`src/rtl/umi_remap_cfg_if.sv`:
```
// UMI request/response channel pair seen by the remap configuration target.
// The master drives requests and consumes responses; the slave is the reverse.
interface umi_remap_cfg_if #(
    parameter int unsigned CW = 32,
    parameter int unsigned AW = 64,
    parameter int unsigned DW = 256
);
    logic          req_valid;
    logic [CW-1:0] req_cmd;
    logic [AW-1:0] req_dstaddr;
    logic [AW-1:0] req_srcaddr;
    logic [DW-1:0] req_data;
    logic          req_ready;

    logic          resp_valid;
    logic [CW-1:0] resp_cmd;
    logic [AW-1:0] resp_dstaddr;
    logic [AW-1:0] resp_srcaddr;
    logic [DW-1:0] resp_data;
    logic          resp_ready;

    modport master (
        output req_valid, req_cmd, req_dstaddr, req_srcaddr, req_data,
        input  req_ready,
        input  resp_valid, resp_cmd, resp_dstaddr, resp_srcaddr, resp_data,
        output resp_ready
    );

    modport slave (
        input  req_valid, req_cmd, req_dstaddr, req_srcaddr, req_data,
        output req_ready,
        output resp_valid, resp_cmd, resp_dstaddr, resp_srcaddr, resp_data,
        input  resp_ready
    );
endinterface

```
`src/rtl/umi_remap_cfg.sv`:
```
// UMI register target that holds the address-remap configuration and drives
// it as static vectors into the remap stage.
module umi_remap_cfg #(
    parameter int unsigned CW    = 32,
    parameter int unsigned AW    = 64,
    parameter int unsigned DW    = 256,
    parameter int unsigned IDW   = 16,
    parameter int unsigned NMAPS = 8,
    parameter int unsigned RAW   = 8
) (
    input  logic                 clk,
    input  logic                 reset,
    umi_remap_cfg_if.slave       udev,
    output logic [IDW*NMAPS-1:0] old_row_col_address,
    output logic [IDW*NMAPS-1:0] new_row_col_address,
    output logic [AW-1:0]        set_dstaddress_offset,
    output logic [AW-1:0]        set_dstaddress_high,
    output logic [AW-1:0]        set_dstaddress_low
);
    localparam int unsigned HW = AW - 32;

    localparam logic [4:0] REQ_READ   = 5'h01;
    localparam logic [4:0] REQ_WRITE  = 5'h03;
    localparam logic [4:0] REQ_POSTED = 5'h05;
    localparam logic [4:0] RESP_READ  = 5'h02;
    localparam logic [4:0] RESP_WRITE = 5'h04;
    localparam logic [1:0] ERR_OK     = 2'b00;
    localparam logic [1:0] ERR_SLV    = 2'b10;

    typedef enum logic {IDLE, RESP} state_t;

    state_t         state;
    logic [AW-1:0]  offset_q;
    logic [AW-1:0]  high_q;
    logic [AW-1:0]  low_q;
    logic [IDW-1:0] old_map [NMAPS];
    logic [IDW-1:0] new_map [NMAPS];

    logic [4:0]  opcode;
    logic [2:0]  size;
    logic [7:0]  len;
    logic [31:0] off;
    logic [31:0] wdata;
    logic [31:0] rdata;
    logic        mapped;
    logic        legal;
    logic        accept;
    logic        is_rd;
    logic        is_wr;
    logic        is_po;
    logic        wr_en;
    logic        unused_bits;

    assign opcode = udev.req_cmd[4:0];
    assign size   = udev.req_cmd[7:5];
    assign len    = udev.req_cmd[15:8];
    assign off    = 32'(udev.req_dstaddr[RAW-1:0]);
    assign wdata  = udev.req_data[31:0];
    assign accept = udev.req_valid && udev.req_ready;
    assign is_rd  = (opcode == REQ_READ);
    assign is_wr  = (opcode == REQ_WRITE);
    assign is_po  = (opcode == REQ_POSTED);
    assign legal  = mapped && (size == 3'd2) && (len == 8'd0) && (off[1:0] == 2'b00);
    assign wr_en  = accept && (is_wr || is_po) && legal;

    assign unused_bits = ^{udev.req_cmd[CW-1:16], udev.req_dstaddr[AW-1:RAW], udev.req_data[DW-1:32]};

    // Address decode and read mux over the current register contents.
    always_comb begin
        mapped = 1'b0;
        rdata  = 32'h0;
        case (off)
            32'h00: begin mapped = 1'b1; rdata = offset_q[31:0]; end
            32'h04: begin mapped = 1'b1; rdata = 32'(offset_q[AW-1:32]); end
            32'h08: begin mapped = 1'b1; rdata = high_q[31:0]; end
            32'h0C: begin mapped = 1'b1; rdata = 32'(high_q[AW-1:32]); end
            32'h10: begin mapped = 1'b1; rdata = low_q[31:0]; end
            32'h14: begin mapped = 1'b1; rdata = 32'(low_q[AW-1:32]); end
            default: ;
        endcase
        for (int i = 0; i < int'(NMAPS); i++) begin
            if (off == 32'h20 + 32'(4 * i)) begin
                mapped = 1'b1;
                rdata  = {16'(new_map[i]), 16'(old_map[i])};
            end
        end
    end

    // Configuration registers; writes land at the acceptance edge.
    always_ff @(posedge clk or posedge reset) begin
        if (reset) begin
            offset_q <= '0;
            high_q   <= '0;
            low_q    <= '0;
            for (int i = 0; i < int'(NMAPS); i++) begin
                old_map[i] <= IDW'(i);
                new_map[i] <= IDW'(i);
            end
        end else if (wr_en) begin
            case (off)
                32'h00: offset_q[31:0]   <= wdata;
                32'h04: offset_q[AW-1:32] <= wdata[HW-1:0];
                32'h08: high_q[31:0]     <= wdata;
                32'h0C: high_q[AW-1:32]   <= wdata[HW-1:0];
                32'h10: low_q[31:0]      <= wdata;
                32'h14: low_q[AW-1:32]    <= wdata[HW-1:0];
                default: ;
            endcase
            for (int i = 0; i < int'(NMAPS); i++) begin
                if (off == 32'h20 + 32'(4 * i)) begin
                    old_map[i] <= wdata[IDW-1:0];
                    new_map[i] <= wdata[16 +: IDW];
                end
            end
        end
    end

    // Request/response FSM; the response buffer holds until consumed.
    always_ff @(posedge clk or posedge reset) begin
        if (reset) begin
            state             <= IDLE;
            udev.req_ready    <= 1'b1;
            udev.resp_valid   <= 1'b0;
            udev.resp_cmd     <= '0;
            udev.resp_dstaddr <= '0;
            udev.resp_srcaddr <= '0;
            udev.resp_data    <= '0;
        end else begin
            case (state)
                IDLE: begin
                    if (accept && (is_rd || is_wr)) begin
                        state             <= RESP;
                        udev.req_ready    <= 1'b0;
                        udev.resp_valid   <= 1'b1;
                        udev.resp_cmd     <= CW'({6'b0, (legal ? ERR_OK : ERR_SLV), 8'b0, len, size,
                                                  (is_rd ? RESP_READ : RESP_WRITE)});
                        udev.resp_dstaddr <= udev.req_srcaddr;
                        udev.resp_srcaddr <= udev.req_dstaddr;
                        udev.resp_data    <= DW'((legal && is_rd) ? rdata : 32'h0);
                    end
                end
                RESP: begin
                    if (udev.resp_ready) begin
                        state           <= IDLE;
                        udev.req_ready  <= 1'b1;
                        udev.resp_valid <= 1'b0;
                    end
                end
                default: state <= IDLE;
            endcase
        end
    end

    assign set_dstaddress_offset = offset_q;
    assign set_dstaddress_high   = high_q;
    assign set_dstaddress_low    = low_q;

    for (genvar g = 0; g < int'(NMAPS); g++) begin : g_map
        assign old_row_col_address[IDW*g +: IDW] = old_map[g];
        assign new_row_col_address[IDW*g +: IDW] = new_map[g];
    end
endmodule

```
`src/flat_wrapper.sv`:
```
// flat-port wrapper written by rule: the top's interface ports become plain ports
module umi_remap_cfg_flat 
#(
    parameter int unsigned CW    = 32,
    parameter int unsigned AW    = 64,
    parameter int unsigned DW    = 256,
    parameter int unsigned IDW   = 16,
    parameter int unsigned NMAPS = 8,
    parameter int unsigned RAW   = 8
)
  (clk, reset, old_row_col_address, new_row_col_address, set_dstaddress_offset, set_dstaddress_high, set_dstaddress_low, udev_req_valid, udev_req_cmd, udev_req_dstaddr, udev_req_srcaddr, udev_req_data, udev_req_ready, udev_resp_valid, udev_resp_cmd, udev_resp_dstaddr, udev_resp_srcaddr, udev_resp_data, udev_resp_ready);
  umi_remap_cfg_if #(.CW(CW), .AW(AW), .DW(DW)) udev_i ();
  input  logic clk;
  input  logic reset;
  output logic [IDW*NMAPS-1:0] old_row_col_address;
  output logic [IDW*NMAPS-1:0] new_row_col_address;
  output logic [AW-1:0] set_dstaddress_offset;
  output logic [AW-1:0] set_dstaddress_high;
  output logic [AW-1:0] set_dstaddress_low;
  input wire logic [$bits(udev_i.req_valid)-1:0] udev_req_valid;
  input wire logic [$bits(udev_i.req_cmd)-1:0] udev_req_cmd;
  input wire logic [$bits(udev_i.req_dstaddr)-1:0] udev_req_dstaddr;
  input wire logic [$bits(udev_i.req_srcaddr)-1:0] udev_req_srcaddr;
  input wire logic [$bits(udev_i.req_data)-1:0] udev_req_data;
  output wire logic [$bits(udev_i.req_ready)-1:0] udev_req_ready;
  output wire logic [$bits(udev_i.resp_valid)-1:0] udev_resp_valid;
  output wire logic [$bits(udev_i.resp_cmd)-1:0] udev_resp_cmd;
  output wire logic [$bits(udev_i.resp_dstaddr)-1:0] udev_resp_dstaddr;
  output wire logic [$bits(udev_i.resp_srcaddr)-1:0] udev_resp_srcaddr;
  output wire logic [$bits(udev_i.resp_data)-1:0] udev_resp_data;
  input wire logic [$bits(udev_i.resp_ready)-1:0] udev_resp_ready;
  assign udev_i.req_valid = udev_req_valid;
  assign udev_i.req_cmd = udev_req_cmd;
  assign udev_i.req_dstaddr = udev_req_dstaddr;
  assign udev_i.req_srcaddr = udev_req_srcaddr;
  assign udev_i.req_data = udev_req_data;
  assign udev_req_ready = udev_i.req_ready;
  assign udev_resp_valid = udev_i.resp_valid;
  assign udev_resp_cmd = udev_i.resp_cmd;
  assign udev_resp_dstaddr = udev_i.resp_dstaddr;
  assign udev_resp_srcaddr = udev_i.resp_srcaddr;
  assign udev_resp_data = udev_i.resp_data;
  assign udev_i.resp_ready = udev_resp_ready;
  umi_remap_cfg #(.CW(CW), .AW(AW), .DW(DW), .IDW(IDW), .NMAPS(NMAPS), .RAW(RAW)) u_core (.clk(clk), .reset(reset), .udev(udev_i), .old_row_col_address(old_row_col_address), .new_row_col_address(new_row_col_address), .set_dstaddress_offset(set_dstaddress_offset), .set_dstaddress_high(set_dstaddress_high), .set_dstaddress_low(set_dstaddress_low));
endmodule
```
`config.mk`:
```
export PLATFORM = sky130hd
export DESIGN_NAME = umi_remap_cfg_flat
export DESIGN_NICKNAME = d
export VERILOG_FILES = /design/src/rtl/umi_remap_cfg_if.sv /design/src/rtl/umi_remap_cfg.sv /design/src/flat_wrapper.sv
export SDC_FILE = /design/constraint.sdc
export NUM_CORES = 1
export LEC_CHECK = 0
export CAP_MARGIN = 10
export CORE_AREA = 2 2 505 507
export CTS_BUF_LIST = sky130_fd_sc_hd__clkbuf_2 sky130_fd_sc_hd__clkbuf_4 sky130_fd_sc_hd__clkbuf_8
export CTS_CLUSTER_DIAMETER = 200
export DETAILED_ROUTE_END_ITERATION = 7
export DIE_AREA = 0 0 507 509
export SLEW_MARGIN = 15
export SYNTH_ARGS = -nofsm -noshare
export SYNTH_HDL_FRONTEND = slang
export SYNTH_SLANG_ARGS = --single-unit
```
`constraint.sdc`:
```
create_clock -name clk -period 31.8 [get_ports clk]
set_input_delay 7.95 -clock clk [delete_from_list [all_inputs] [get_ports clk]]
set_output_delay 7.95 -clock clk [all_outputs]
set_load 0.005 [all_outputs]
```
# [After elaboration in Yosys (flattened, before gate mapping)]
# Index checks and enable logic that the tools add are counted.
[totals] regBits=853 latchBits=0 ram_bits=0 romBits=0 in_bits=420 out_inout_bits=866 word_cells=109 n_memories=0
[classes] add_sub_neg=0 mul=0 div=0 order_cmp=0 eq_ne=19 shift=0 n_mux=30 bitwise_logic=1 n_reduce_logical=30
[ops] cell="$mux 32" count=9
[ops] cell="$pmux 32 s6" count=1
[ops] cell="$eq 8x6->1 const B" count=8
[ops] cell="$logic_not 32->1" count=1
[ops] cell="$reduce_and 2->1" count=16
[ops] cell="$eq 8x4->1 const B" count=2
[ops] cell="$eq 8x5->1 const B" count=2
[ops] cell="$mux 1" count=15
[ops] cell="$eq 8x3->1 const B" count=1
[ops] cell="$logic_and 1x1->1" count=8
[ops] cell="$logic_not 8->1" count=1
[ops] cell="$pmux 1 s2" count=3
[ops] cell="$reduce_or 6->1" count=1
[ops] cell="$eq 5x1->1 const B" count=1
[ops] cell="$eq 5x2->1 const B" count=1
[ops] cell="$eq 5x3->1 const B" count=1
[ops] cell="$eq 3x2->1 const B" count=1
[ops] cell="$mux 3" count=1
[ops] cell="$logic_not 2->1" count=1
[ops] cell="$logic_or 1x1->1" count=2
[ops] cell="$mux 2" count=1
[ops] cell="$ne 2x1->1 const B" count=1
[ops] cell="$ne 2x2->1 const B" count=1
[ops] cell="$not 1->1" count=1

# [Depth between registers and ports, before layout]
[logic_depth] depth_word=16 depth_mapped=10 ltp_nobuf=6

# [Worst setup path after synthesis]
# Ideal clock, no wire load.
[synth_path] path_kind="input -> register" startpoint="in udev_req_dstaddr[0]" endpoint="reg u_core.new_map, in the netlist u_core.new_row_col_address[21]" setup_ns=0.125 arrival_time_ns=9.534 t_required_ns=31.675 slack_ns=22.141 cell_stages=6 n_path_buf=3 cell_sequence="buf_4 > or4b_4 > buf_6 > nor3_4 > buf_6 > mux2_2"
[synth_via] elab_chain_len=16 word_cells_on_any_way=30 cone_classes="eq/ne (13); mux (9); reduce/logical (8)"
[synth_lines] element="start: declaration" line_no="flat_wrapper.sv:22" source="input wire logic [$bits(udev_i.req_dstaddr)-1:0] udev_req_dstaddr;"
[synth_lines] element="$logic_not 32->1, or another cell as far along" line_no="umi_remap_cfg.sv:72" source="case (off)"
[synth_lines] element="$reduce_or 6->1 (no line)"
[synth_lines] element="$mux 1" line_no="umi_remap_cfg.sv:72"
[synth_lines] element="$mux 1 (8 in series)" line_no="umi_remap_cfg.sv:82" source="if (off == 32'h20 + 32'(4 * i)) begin"
[synth_lines] element="$logic_and 1x1->1 (3 in series)" line_no="umi_remap_cfg.sv:63" source="assign legal = mapped && (size == 3'd2) && (len == 8'd0) && (off[1:0] == 2'b00);"
[synth_lines] element="$logic_and 1x1->1" line_no="umi_remap_cfg.sv:64" source="assign wr_en = accept && (is_wr || is_po) && legal;"
[synth_lines] element="$reduce_and 2->1 (no line) (*)"
[synth_lines] element="end signal: indexed assignment" line_no="umi_remap_cfg.sv:97" source="new_map[i] <= IDW'(i);"
[synth_lines] element="end signal: indexed assignment" line_no="umi_remap_cfg.sv:112" source="new_map[i] <= wdata[16 +: IDW];"
[synth_lines] element="end: declaration" line_no="umi_remap_cfg.sv:37" source="logic [IDW-1:0] new_map [NMAPS];"
# Every way passes the cells marked *; elsewhere a longest branch is shown, timed or not.
# A chain may end at the register's enable or synchronous reset.

==> metrics.cfg <==
[status]
status=finished, final reports clean

[placed_design]
hpwl_mm=145
dpl_worst_slack_ns=19.06
numPortBuffers=803
dp_cells=6746
finalWeightedCongestion=0.891

[setup_path]
start_kind=input pin
cp-end-kind=async pin
path_class=in2async
crit_arrival_ns=12.48
path_max_fanout=83
required_ns=32.66

[clock_network]
cts.repair.resized=0
clkLatencyLatePin_ns=0.94
post_cts_buffers=0
clk_pin_slew_ns=0.05
tritoncts=built
htree_levels=3
clockBufferDepth=3
postCtsHoldBufs=0
numClockSinks=625
cts-root-buf=clkbuf_8
cts_made_buffers=118

[yosys]
synth_warnings=0
synth_top_area_share_pct=48.7
syn_area_per_cell_um2=11.4
yosys.area.top_type=dfrtp_1
synth_area_um2=30800
synthTopCellsByArea=dfrtp_1 (49%), mux2_2 (12%), nand2_1 (6.5%)
ys_ff_latch=625
yosysUniqueCellTypes=79
synth-seq-area-share_pct=50.8
synth_edf_count=0
synth_cells=2701
async_reset_ff_share_pct=100
ys.flop_type=dfrtp_1

[floorplanning]
start_util_pct=12.2
row_count=185
coreArea_um2=253000
top_level_ports=1286
fp.dieH_um=509
die-area_um2=258000
die_w_um=507

[sta]
rsz0062_at_grt=no
tightest_slew_ns=1.16
worst_slack_ns=20.18
fin_crit_sh_pct=36.5
relSlewSlack_pct=22.4
skew_ns=0.0829
fin_crit_ns=11.62
tns_ns=0
fmax_ghz=0.0861
slew_viol_final=0
setup_violations=0
hold_viol_final=0

[global_route]
grt_pass1_vias=25500
grt_pass1_wl_mm=248
grt_max_degree=165
grt_use_total_pct=14.4
antenna_found_initial=52
overflow=0

[power]
power_mw=2.17
p_leak_nw=19.7
power_density_nw_per_um2=48.6
peakVddDrop_v=0.0000395

[route]
wl_per_cell_um=27.5
vias_per_cell=3.64
drc=0
firstDrtPassIters=5
drt_wl_total_mm=192
num_vias=25500
drt_iter0_drc=1927
antenna_left=0

[layout]
instances_no_fill=6987
drive_above_1_share_pct=23.6
fin_nets=3920
area_growth_syn_to_layout_pct=44.7

[run]
maxCapViolations=0

[min_path]
hp-class=reg2reg

-- cell usage after synthesis, types with 7 or more instances --
cell type and n:
dfrtp_1 600, nand2_1 534, mux2_2 335, buf_4 266
mux2_4 120, clkbuf_1 103, mux2i_1 75, nor2_1 71
o22ai_1 64, o21ai_0 61, a21oi_1 59, a22oi_1 44
buf_2 40, buf_6 33, dfstp_2 25, nor3_1 16
o211ai_1 16, o31ai_1 16, o221ai_1 15, nand2b_1 14
a221oi_1 12, nand3_1 12, mux2_1 10, a31o_1 8
a31o_2 8, nor2b_1 8, o2111ai_1 8, o21bai_1 8
a211oi_1 7, a2bb2oi_1 7, nand3_4 7
-- worst paths after layout --
| kind | to | depth (start not counted) | startpoint | slack, ns |
|---|---|---|---|---|
| min reg2reg | u_core.udev.resp_dstaddr[21] | 2 | u_core.udev.resp_dstaddr[21] | 0.46 |
| max reg2reg | u_core.set_dstaddress_low[30] | 7 | u_core.udev.req_ready | 28.18 |
| max | u_core.set_dstaddress_high[51] | 6 | reset | 20.18 |
| max in group clk | u_core.new_row_col_address[122] | 9 | udev_req_dstaddr[3] | 20.47 |
| min in group asynchronous | u_core.udev.resp_srcaddr[0] | 2 | reset | 7.50 |
| min | u_core.udev.resp_dstaddr[21] | 2 | u_core.udev.resp_dstaddr[21] | 0.46 |
-- routing by layer --
metal | vias up | track usage, % | routed length, um
li1 | 10600 | - | -
met1 | 13100 | 16.0 | 71900
met2 | 1445 | 25.1 | 95200
met3 | 340 | 4.54 | 16100
met4 | 16 | 6.05 | 8720
met5 | - | 0 | 94
-- cells by family (layout without fill, tap and decap cells) --
logic type | Yosys count | in the layout | share of synthesized area, %
compound gates | 367 | 367 | 8.09
xor+xnor | 1 | 1 | 0.0284
buf+inv | 449 | 1110 | 9.67
flops | 625 | 625 | 50.8
mux | 541 | 541 | 20.9
other cells | 1 | 260 | 0.0122
simple gates | 717 | 717 | 10.4
-- power breakdown --
group          internal, mW  total (mW)  switching (mW)
logic                 0.146       0.334           0.188
registers             0.855       0.890          0.0346
clock network         0.532       0.946           0.414
-- stage by stage --
step,hold slack (ns),util (%),area (um2)
after global placement,0.459,16.5,41800
after detailed placement,0.454,16.5,41800
after floorplan,0.463,-,31700
final,0.462,17.7,44600
after CTS,0.466,17.6,44600
after global routing,0.484,17.6,44600
-- final cells by class --
| class | count | area, um2 |
|---|---|---|
| clock buffer | 183 | 2350 |
| fill | 27900 | 208000 |
| tap | 3366 | 4210 |
| timing repair buffer | 881 | 8640 |
| antenna | 18 | 45.0 |
| sequential | 625 | 15700 |
| clock inverter | 40 | 460 |
| multi-input combinational | 1868 | 13200 |
| inverter | 6 | 30.0 |
-- cell usage in the layout, fill, tap and decap left out, types with 7 or more instances in the layout --
cell and n:
o22ai_1 64, nand3_1 10, a21oi_1 59, diode_2 18
a2bb2oi_1 7, bufinv_16 7, o211ai_1 16, o2111ai_1 8
conb_1 242, clkbuf_4 27, nor3_1 15, clkinv_2 19
buf_4 78, a31o_1 8, nand2b_1 14, a31o_2 8
clkbuf_8 157, clkdlybuf4s50_1 799, a211oi_1 7, mux2_1 10
o221ai_1 15, dfrtp_1 600, o21bai_1 8, o31ai_1 16
mux2_4 120, a221oi_1 12, o21ai_0 61, nor2_1 70
a22oi_1 44, nand2_1 532, mux2_2 335, dfstp_2 25
nand3_4 8, mux2i_1 75
-- worst max-delay path, stage by stage --
cell and delay, ns:
clkdlybuf4s50_1 0.49, inv_8 0.45, buf_4 0.75, buf_4 0.75, buf_4 0.95, buf_4 0.84
-- state kept, by name (all words and copies together) (netlist names) --
| register | cells |
|---|---|
| u_core.set_dstaddress_high | 64 |
| u_core.set_dstaddress_offset | 64 |
| u_core.udev.resp_valid | 1 |
| u_core.udev.req_ready | 1 |
| u_core.new_row_col_address | 128 |
| u_core.udev.resp_dstaddr | 64 |
| u_core.udev.resp_srcaddr | 64 |
| u_core.set_dstaddress_low | 64 |
| u_core.udev.resp_cmd | 14 |
| u_core.udev.resp_data | 32 |
| u_core.old_row_col_address | 128 |
| u_core.state | 1 |
No activity file was read; power rests on OpenSTA's default activity.
